`config.mk`:
```
export PLATFORM = sky130hd
export DESIGN_NAME = eq_coeff_loader
export DESIGN_NICKNAME = d
export VERILOG_FILES = /design/src/rtl/eq_coeff_loader.sv
export SDC_FILE = /design/constraint.sdc
export NUM_CORES = 1
export LEC_CHECK = 0
export CAP_MARGIN = 5
export CORE_AREA = 4 4 75 77
export CTS_CLUSTER_DIAMETER = 200
export DETAILED_ROUTE_END_ITERATION = 8
export DIE_AREA = 0 0 79 81
export GPL_TIMING_DRIVEN = 0
export PLACE_DENSITY_LB_ADDON = 0.3
export SYNTH_ARGS = -nofsm -noshare
export SYNTH_HDL_FRONTEND = slang
export SYNTH_SLANG_ARGS = --single-unit
```
`constraint.sdc`:
```
create_clock -name clk -period 1.8 [get_ports clk]
set_input_delay 0.18 -clock clk [delete_from_list [all_inputs] [get_ports clk]]
set_output_delay 0.18 -clock clk [all_outputs]
set_load 0.02 [all_outputs]
```
`src/rtl/eq_coeff_loader.sv`:
```
`default_nettype none
// ============================================================================
// Module   : eq_coeff_loader
// Brief    : Fetches NTAPS equalizer coefficients over a req/valid handshake,
//            writes them into the shadow bank of a double-buffered RAM and
//            swaps banks on a filter sample boundary. Defining EQ_TIMEOUT_EN
//            adds a WAIT timeout that aborts the reload and sets err.
// Revision : 1.0 - initial release
// ============================================================================
module eq_coeff_loader #(
    parameter int NTAPS   = 16,
    parameter int TAPW    = 8,
    parameter int COEFW   = 16,
    parameter int TIMEOUT = 64
) (
    input  logic             clk,
    input  logic             reset,
    input  logic [7:0]       eqVal,
    input  logic             eq_update,
    output logic [7:0]       eq_sel,
    output logic             coef_req,
    output logic [TAPW-1:0]  coef_tap,
    input  logic [COEFW-1:0] coef_data,
    input  logic             coef_valid,
    output logic             wr_en,
    output logic [TAPW-1:0]  wr_addr,
    output logic [COEFW-1:0] wr_data,
    input  logic             sample_strobe,
    output logic             bank_sel,
    output logic             busy,
    output logic             done,
    output logic             err
);

    localparam logic [2:0] c_idle  = 3'd0;
    localparam logic [2:0] c_req   = 3'd1;
    localparam logic [2:0] c_wait  = 3'd2;
    localparam logic [2:0] c_write = 3'd3;
    localparam logic [2:0] c_arm   = 3'd4;
    localparam logic [2:0] c_swap  = 3'd5;

    localparam logic [TAPW-1:0] c_last_tap = TAPW'(NTAPS - 1);

    logic [2:0]       r_state;
    logic [2:0]       w_state_nxt;
    logic [TAPW-1:0]  r_tap;
    logic [COEFW-1:0] r_data;
    logic [7:0]       r_eq_sel;
    logic [7:0]       r_held;
    logic             r_pending;
    logic             r_bank;
    logic             r_err;
    logic             w_start;
    logic [7:0]       w_start_val;
    logic             w_wait_abort;

    // A new reload may only begin from IDLE or straight out of the SWAP cycle;
    // a live request beats an older held one.
    assign w_start     = ((r_state == c_idle) || (r_state == c_swap)) && (eq_update || r_pending);
    assign w_start_val = eq_update ? eqVal : r_held;

`ifdef EQ_TIMEOUT_EN
    localparam int c_cntw = (TIMEOUT > 1) ? $clog2(TIMEOUT) : 1;
    localparam logic [c_cntw-1:0] c_cnt_last = c_cntw'(TIMEOUT - 1);

    logic [c_cntw-1:0] r_wait_cnt;

    always_ff @(posedge clk) begin
        if (reset || (r_state != c_wait)) begin
            r_wait_cnt <= '0;
        end else if (!coef_valid) begin
            r_wait_cnt <= r_wait_cnt + c_cntw'(1);
        end
    end

    assign w_wait_abort = (r_state == c_wait) && !coef_valid && (r_wait_cnt == c_cnt_last);
`else
    logic w_timeout_unused;
    assign w_timeout_unused = (TIMEOUT != 0);
    assign w_wait_abort     = 1'b0;
`endif

    always_comb begin
        w_state_nxt = r_state;
        case (r_state)
            c_idle: begin
                if (w_start) w_state_nxt = c_req;
            end
            c_req: begin
                w_state_nxt = c_wait;
            end
            c_wait: begin
                if (coef_valid) begin
                    w_state_nxt = c_write;
                end else if (w_wait_abort) begin
                    w_state_nxt = c_idle;
                end
            end
            c_write: begin
                w_state_nxt = (r_tap == c_last_tap) ? c_arm : c_req;
            end
            c_arm: begin
                if (sample_strobe) w_state_nxt = c_swap;
            end
            c_swap: begin
                w_state_nxt = w_start ? c_req : c_idle;
            end
            default: begin
                w_state_nxt = c_idle;
            end
        endcase
    end

    always_ff @(posedge clk) begin
        if (reset) begin
            r_state   <= c_idle;
            r_tap     <= '0;
            r_data    <= '0;
            r_eq_sel  <= '0;
            r_held    <= '0;
            r_pending <= 1'b0;
            r_bank    <= 1'b0;
            r_err     <= 1'b0;
        end else begin
            r_state <= w_state_nxt;

            // Updates arriving mid-reload are parked; only the newest survives.
            if (w_start) begin
                r_eq_sel  <= w_start_val;
                r_tap     <= '0;
                r_err     <= 1'b0;
                r_pending <= 1'b0;
            end else if (eq_update) begin
                r_pending <= 1'b1;
                r_held    <= eqVal;
            end

            if ((r_state == c_wait) && coef_valid) begin
                r_data <= coef_data;
            end

            if ((r_state == c_write) && (r_tap != c_last_tap)) begin
                r_tap <= r_tap + TAPW'(1);
            end

            if (w_wait_abort) begin
                r_err <= 1'b1;
            end

            if ((r_state == c_arm) && sample_strobe) begin
                r_bank <= ~r_bank;
            end
        end
    end

    assign eq_sel   = r_eq_sel;
    assign coef_req = (r_state == c_req) || (r_state == c_wait);
    assign coef_tap = r_tap;
    assign wr_en    = (r_state == c_write);
    assign wr_addr  = r_tap;
    assign wr_data  = r_data;
    assign bank_sel = r_bank;
    assign busy     = (r_state == c_req) || (r_state == c_wait) ||
                      (r_state == c_write) || (r_state == c_arm);
    assign done     = (r_state == c_swap);
    assign err      = r_err;

endmodule
`default_nettype wire

```
==> key figures, run 1 <==
Status
  • Outcome: finished clean

Critical path
  • Crit-path max FO: 8
  • CP endpoint: wr_addr[4]
  • Worst path max stage delay: 590 ps
  • Reg2Reg Setup Slack: 200 ps
  • CP Buf/Inv Count: 2
  • Setup crit end kind: primary output
  • Slowest cell on the critical path: clkdlybuf4s50_1
  • Crit start category: register
  • Critical path arrival: 1530 ps
  • RR Endpoint: coef_tap[1]
  • CP top delay family: buffers and inverters
  • CP required: 1620 ps
  • Worst Setup Path Type: register to primary output
  • Crit path depth: 2
  • Worst setup path startpoint: coef_tap[4]
  • CP cell instances: buf_4 -> clkdlybuf4s50_1
  • FF-to-FF Start: coef_tap[1]
  • Worst reg2reg path depth: 4

Global route
  • First-pass GRT wire length: 8.57 mm
  • Initial antenna violation count: 0
  • Largest net degree at the start of global routing: 14
  • Total gr overflow: 0
  • Gr usage total: 16.6%
  • Vias in the first global route: 1899

Synthesis
  • Yosys cell types: 42
  • Synth Instances: 249
  • Async SR Flop Fraction: 0%
  • Warnings, synthesis: 0
  • Post-Syn Area per Cell: 8.68 sq um
  • Post-synth EDFFs: 0
  • Synth area leaders: dfxtp_1 42%, mux2i_1 7.4%, a21oi_1 6.9%, nand2b_1 5.8%, nand2_1 5.7%
  • Synth Register Bits: 45
  • Register area share after synthesis: 41.7%
  • Synth Net Count: 279
  • Synth top area share: 41.7%
  • Top_reg_cell synth: dfxtp_1
  • Mapped cell area: 2160 sq um
  • Yosys top cell by area: dfxtp_1

Route
  • Routed vias: 1965
  • Final antenna-violating net count: 0
  • DR vias/cell: 4.91
  • Iteration-0 DRC Markers: 66
  • Drt wl/cell: 13.3 um
  • TritonRoute pass-1 iters: 4
  • Drt drc: 0
  • Final WL: 5.31 mm

Cells and area
  • Layout cells sized above 1: 11.8%
  • Most frequent cells in the layout: 69 x clkdlybuf4s50_1, 42 x dfxtp_1, 33 x nand2_1
  • Non-Filler Instances: 400
  • Area growth, synth to finish: 43.5%
  • Diodes inserted: 0
  • Final Instance Area: 3100 sq um
  • Area used by multi-input combinational logic: 1060 sq um
  • Fill count: 478
  • FF+latch area: 905 sq um
  • Final net count: 359
  • Commonest non-fill, non-tap cell in the layout: clkdlybuf4s50_1

Timing
  • Min Tclk post-route: 1710 ps
  • Setup TNS: 0 ps
  • Final cycle utilization of the critical path: 95.1%
  • Worst Skew: 3.91 ps
  • # setup viols final: 0
  • Fin. Hold Viols: 0
  • Fmax: 584 MHz
  • Max-slew violations: 0
  • RSZ-0062 raised after global routing: no
  • Slew of the pin with the lowest slew margin: 511 ps
  • Worst Setup Slack, final: 89.0 ps
  • Rel. slew slack: 65.6%

Power and ir drop
  • Pwr dens: 876 nW/um^2
  • VDD IR max: 696 uV
  • Final Total Pwr: 2.72 mW
  • P_leak: 1.16 nW

Floorplanning
  • Starting Density: 43.1%
  • Die H: 81 um
  • Chip width: 79 um
  • Core ar.: 5010 sq um
  • Die Area: 6400 sq um
  • IO Count: 75
  • Core Rows: 26

Placed design
  • Post-DP HPWL: 3.78 mm
  • Final GP Congestion: 0.810
  • Placed Cells: 392
  • Placed inst area: 2980 sq um
  • IO buf count: 73
  • Dpl ws: -105 ps

Clocking
  • Clock sinks: 45
  • Cts hold-fix bufs: 0
  • Clock Root Buffer: clkbuf_8
  • Worst-Skew Late Latency: 300 ps
  • Longest Clk Path Bufs: 2
  • TritonCTS buffer count: 5
  • Clock transition at path regs: 80 ps
  • CTS tree: yes
  • H-tree levels: 2

Flow run
  • Max_cap viols: 0

Hold path
  • Hold-critical path depth: 3
  • Hold WC Path Type: input pin to register
==> worst min path at each step <==
| stage | start | endpoint | slack [ps] |
|---|---|---|---|
| after floorplan | coef_data[10] | wr_data[10] | 320 |
| after global placement | wr_data[3] | wr_data[3] | 440 |
| after detailed placement | wr_data[7] | wr_data[7] | 450 |
| after CTS | coef_data[13] | wr_data[13] | 420 |
| after global routing | coef_data[4] | wr_data[4] | 410 |
| final | coef_data[13] | wr_data[13] | 420 |
==> where the power goes <==
group	leakage [nW]	internal [mW]	switching [mW]
combinational	0.731	0.368	0.408
clock	0.0585	0.453	0.336
sequential	0.367	1.09	0.0612
total	1.16	1.91	0.805
==> synthesized netlist by cell type (3+ instances only) <==
master     n
mux2i_1   16
buf_4     13
xnor2_1    5
nand3_1    4
nor2_1    12
buf_2      5
o31ai_1    3
nand2b_1  20
a211oi_1   9
dfxtp_1   45
nand2_1   33
clkbuf_1   7
nor3_1     6
a21oi_1   30
inv_1      7
==> layout make-up <==
class,instances,area share [%]
repair buffers,73,23.5
clock inverters,1,0.969
multi-input cells,169,34.1
well taps,70,2.82
flip-flops and latches,45,29.2
plain buffers,28,5.81
inverters,7,0.847
clock buffers,7,2.78
==> state kept, by name, indices dropped and copies added, names as in the netlist <==
register	cells
wr_data	16
r_pending	1
r_state	3
coef_tap	8
r_held	8
eq_sel	8
bank_sel	1
==> metal layers <==
metal  up-vias  wire, um  part of all wire (%)  GRT usage (%)
met3         6       385                   7.2           3.88
met4         0        60                   1.1           5.15
met2        64      2440                    46           28.7
met5         -         0                     0              0
met1       884      2430                    46           20.4
li1       1011         -                     -              -
==> worst register-to-register path: cells and delay by family, from the launching register on <==
| kind | cells | cell delay, ps |
|---|---|---|
| AO/OA/AOI/OAI | 2 | 650 |
| flip-flops | 1 | 390 |
| adder cells (fa/ha/maj) | 1 | 280 |
| AND/OR/NAND/NOR | 1 | 230 |
==> timing repair <==
| action | 4_1_cts | 5_1_grt |
|---|---|---|
| setup buffers | 0 | 0 |
| setup endpoints to repair | 4 | 3 |
| gates cloned | 0 | 0 |
| resized for setup | 6 | 4 |
==> per-stage QoR <==
step	hold WS, ps	util [%]
after floorplan	315	-
after global placement	442	59.5
after detailed placement	448	59.5
after CTS	416	61.7
after global routing	415	61.9
final	423	61.9
==> cell families after synthesis <==
group	after synthesis	synth area share (%)
simple gates	88	21.4
buf+inv	35	9.38
mux	17	7.93
other cells	1	0.174
xor+xnor	6	2.43
compound gates	56	16.4
fa+ha+maj	1	0.579
flops	45	41.7
Note: power is estimated with default switching activity, not from simulation.
==> run 2: changes to the inputs <==
==> constraint.sdc (replaced) <==
create_clock -name clk -period 2.2 [get_ports clk]
set_input_delay 0.33 -clock clk [delete_from_list [all_inputs] [get_ports clk]]
set_output_delay 0.33 -clock clk [all_outputs]
set_load 0.02 [all_outputs]
==> run 2 against run 1 <==
Final cell count did not move. Power fell by 18%. Combinational power fell by 17%. Largest cell class unchanged. Largest power group unchanged. Sequential share of layout area fell by 0.062 points. Wire length fell by 0.49%. Clock power fell by 18%. Critical path depth rose by 2.
==> key figures, run 2 (synthesized netlist as in run 1, its figures left out) <==
Status
  • Outcome: finished clean (unchanged)

Placed design
  • IO buf count: 73 (unchanged)
  • Dpl ws: 145 ps (was -105 ps)
  • Post-DP HPWL: 3.78 mm (unchanged)
  • Final GP Congestion: 0.810 (unchanged)

Timing
  • Rel. slew slack: 66.2% (was 65.6%)
  • Fmax: 477 MHz
  • Fin. Hold Viols: 0 (unchanged)
  • Min Tclk post-route: 2100 ps
  • Slew of the pin with the lowest slew margin: 502 ps (was 511 ps)
  • Setup TNS: 0 ps (unchanged)
  • Hold slack: 453 ps (was 423 ps)
  • Worst Skew: 3.92 ps (was 3.91 ps)
  • Max-slew violations: 0 (unchanged)
  • # setup viols final: 0 (unchanged)
  • Worst Setup Slack, final: 104 ps (was 89.0 ps)
  • RSZ-0062 raised after global routing: no (unchanged)
  • Final cycle utilization of the critical path: 95.3%

Cells and area
  • Commonest non-fill, non-tap cell in the layout: clkdlybuf4s50_1 (unchanged)
  • Fill count: 475 (was 478)
  • Final net count: 359 (unchanged)
  • Max FFs per register: 16 (unchanged)
  • Area growth, synth to finish: 43.2% (was 43.5%)
  • Most frequent cells in the layout: 72 x clkdlybuf4s50_1, 45 x dfxtp_1, 33 x nand2_1 (was 69 x clkdlybuf4s50_1, 42 x dfxtp_1, 33 x nand2_1)
  • Diodes inserted: 0 (unchanged)
  • Layout cells sized above 1: 10.6% (was 11.8%)

Route
  • DR vias/cell: 4.93 (was 4.91)
  • Final antenna-violating net count: 0 (unchanged)
  • Routed vias: 1972 (was 1965)
  • Iteration-0 DRC Markers: 74 (was 66)
  • Drt drc: 0 (unchanged)
  • Final WL: 5.29 mm (was 5.31 mm)
  • TritonRoute pass-1 iters: 4 (unchanged)
  • Drt wl/cell: 13.2 um (was 13.3 um)

Power and ir drop
  • Sw Share: 29.5% (was 29.6%)
  • Combinational Power Share: 28.8% (was 28.6%)
  • Final Total Pwr: 2.23 mW (was 2.72 mW)
  • P_int: 1.57 mW (was 1.91 mW)
  • VDD IR max: 569 uV (was 696 uV)
  • Clock power frac: 28.9% (was 29.0%)
  • Switch Pwr: 0.656 mW (was 0.805 mW)
  • Flop pwr share: 42.3% (was 42.4%)
  • P_leak: 1.15 nW (was 1.16 nW)
  • Pwr dens: 720 nW/um^2 (was 876 nW/um^2)

Critical path
  • Crit-path max FO: 10 (was 8)
  • Critical path arrival: 1770 ps (was 1530 ps)
  • CP required: 1870 ps (was 1620 ps)
  • Crit start category: register (unchanged)
  • Worst Setup Path Type: register to primary output (unchanged)
  • Setup crit end kind: primary output (unchanged)

Global route
  • Initial antenna violation count: 0 (unchanged)
  • First-pass GRT wire length: 8.57 mm (unchanged)
  • Largest net degree at the start of global routing: 14 (unchanged)
  • Vias in the first global route: 1899 (unchanged)
  • Total gr overflow: 0 (unchanged)
  • Gr usage total: 16.6% (unchanged)

Clocking
  • Longest Clk Path Bufs: 2 (unchanged)
  • H-tree levels: 2 (unchanged)
  • Clock transition at path regs: 80 ps (about the same)
  • Cts hold-fix bufs: 0 (unchanged)
  • CTS tree: yes (unchanged)
  • TritonCTS buffer count: 5 (unchanged)
  • Clock Root Buffer: clkbuf_8 (unchanged)
  • Clock sinks: 45 (unchanged)
  • Worst-Skew Late Latency: 290 ps (was 300 ps)

Flow run
  • Max_cap viols: 0 (unchanged)

Floorplanning
  • IO Count: 75 (unchanged)
  • Core ar.: 5010 sq um (unchanged)
  • Chip width: 79 um (unchanged)
  • Core Rows: 26 (unchanged)
  • Die Area: 6400 sq um (unchanged)
  • Starting Density: 43.1% (unchanged)
  • Die H: 81 um (unchanged)

Hold path
  • Hold WC Path Type: register to register (was input pin to register)
-- run 2: per-stage QoR --
stage	instance area (sq um)	util (%)	instances
after floorplan	2160	-	249
after global placement	2980	59.5	392
after detailed placement	2980	59.5	392
after CTS	3090	61.8	400
after global routing	3090	61.8	400
final	3090	61.8	400
-- run 2: layout make-up --
type	count	area, sq um	share of cell area, %
inverter	7	26.3	0.849
tap	70	87.6	2.83
clock inverter	1	30.0	0.970
sequential	45	901	29.1
timing repair buffer	73	729	23.6
buffer	28	176	5.70
clock buffer	7	86.3	2.79
multi-input combinational	169	1060	34.2
-- run 2: what timing repair did --
action / 4_1_cts / 5_1_grt
hold endpoints to repair: 0 / 0
buffers inserted: 0 / 0
gates resized for setup: 1 / 0
endpoints found under the setup margin: 1 / 0
-- run 2: per-layer routing --
metal / share of wire, % / vias to the layer above / wire length (um) / GRT usage (%)
met5: 0 / - / 0 / 0
met4: 1.1 / 0 / 60 / 5.15
met3: 7.3 / 6 / 384 / 3.88
met2: 46 / 67 / 2430 / 28.7
met1: 46 / 886 / 2410 / 20.4
li1: - / 1013 / - / -
-- run 2: path summary, 6_finish.rpt --
check	from	to	slack (ps)	depth (start not counted)
min	wr_data[9]	wr_data[9]	450	2
max	r_state[1]	done	100	4
max reg2reg	coef_tap[0]	coef_tap[1]	560	4
min reg2reg	wr_data[9]	wr_data[9]	450	2
-- run 2: power groups by stage --
stage | Clock, mW | Combinational [mW] | Sequential (mW)
2_1_floorplan | 0 | 0.330 | 1.01
3_3_place_gp | 0 | 0.640 | 0.960
3_5_place_dp | 0 | 0.646 | 0.960
4_1_cts | 0.668 | 0.647 | 0.942
5_1_grt | 0.711 | 0.691 | 0.953
6_report | 0.643 | 0.642 | 0.941
-- run 2: worst max-delay path, cell delays in order, from the launching register on --
cell and delay [ps]:
dfxtp_1 370, buf_4 190, nand2b_1 170, nor2_1 130, clkdlybuf4s50_1 620
==> run 3: changes to the inputs <==
--- a/config.mk
+++ b/config.mk
@@ -5,7 +5,7 @@
 export SDC_FILE = /design/constraint.sdc
 export NUM_CORES = 1
 export LEC_CHECK = 0
-export CAP_MARGIN = 5
+export CAP_MARGIN = 20
 export CORE_AREA = 4 4 75 77
 export CTS_CLUSTER_DIAMETER = 200
 export DETAILED_ROUTE_END_ITERATION = 8
==> results of run 3 <==
No change in the layout: final DEF, timing and power equal those of run 2.
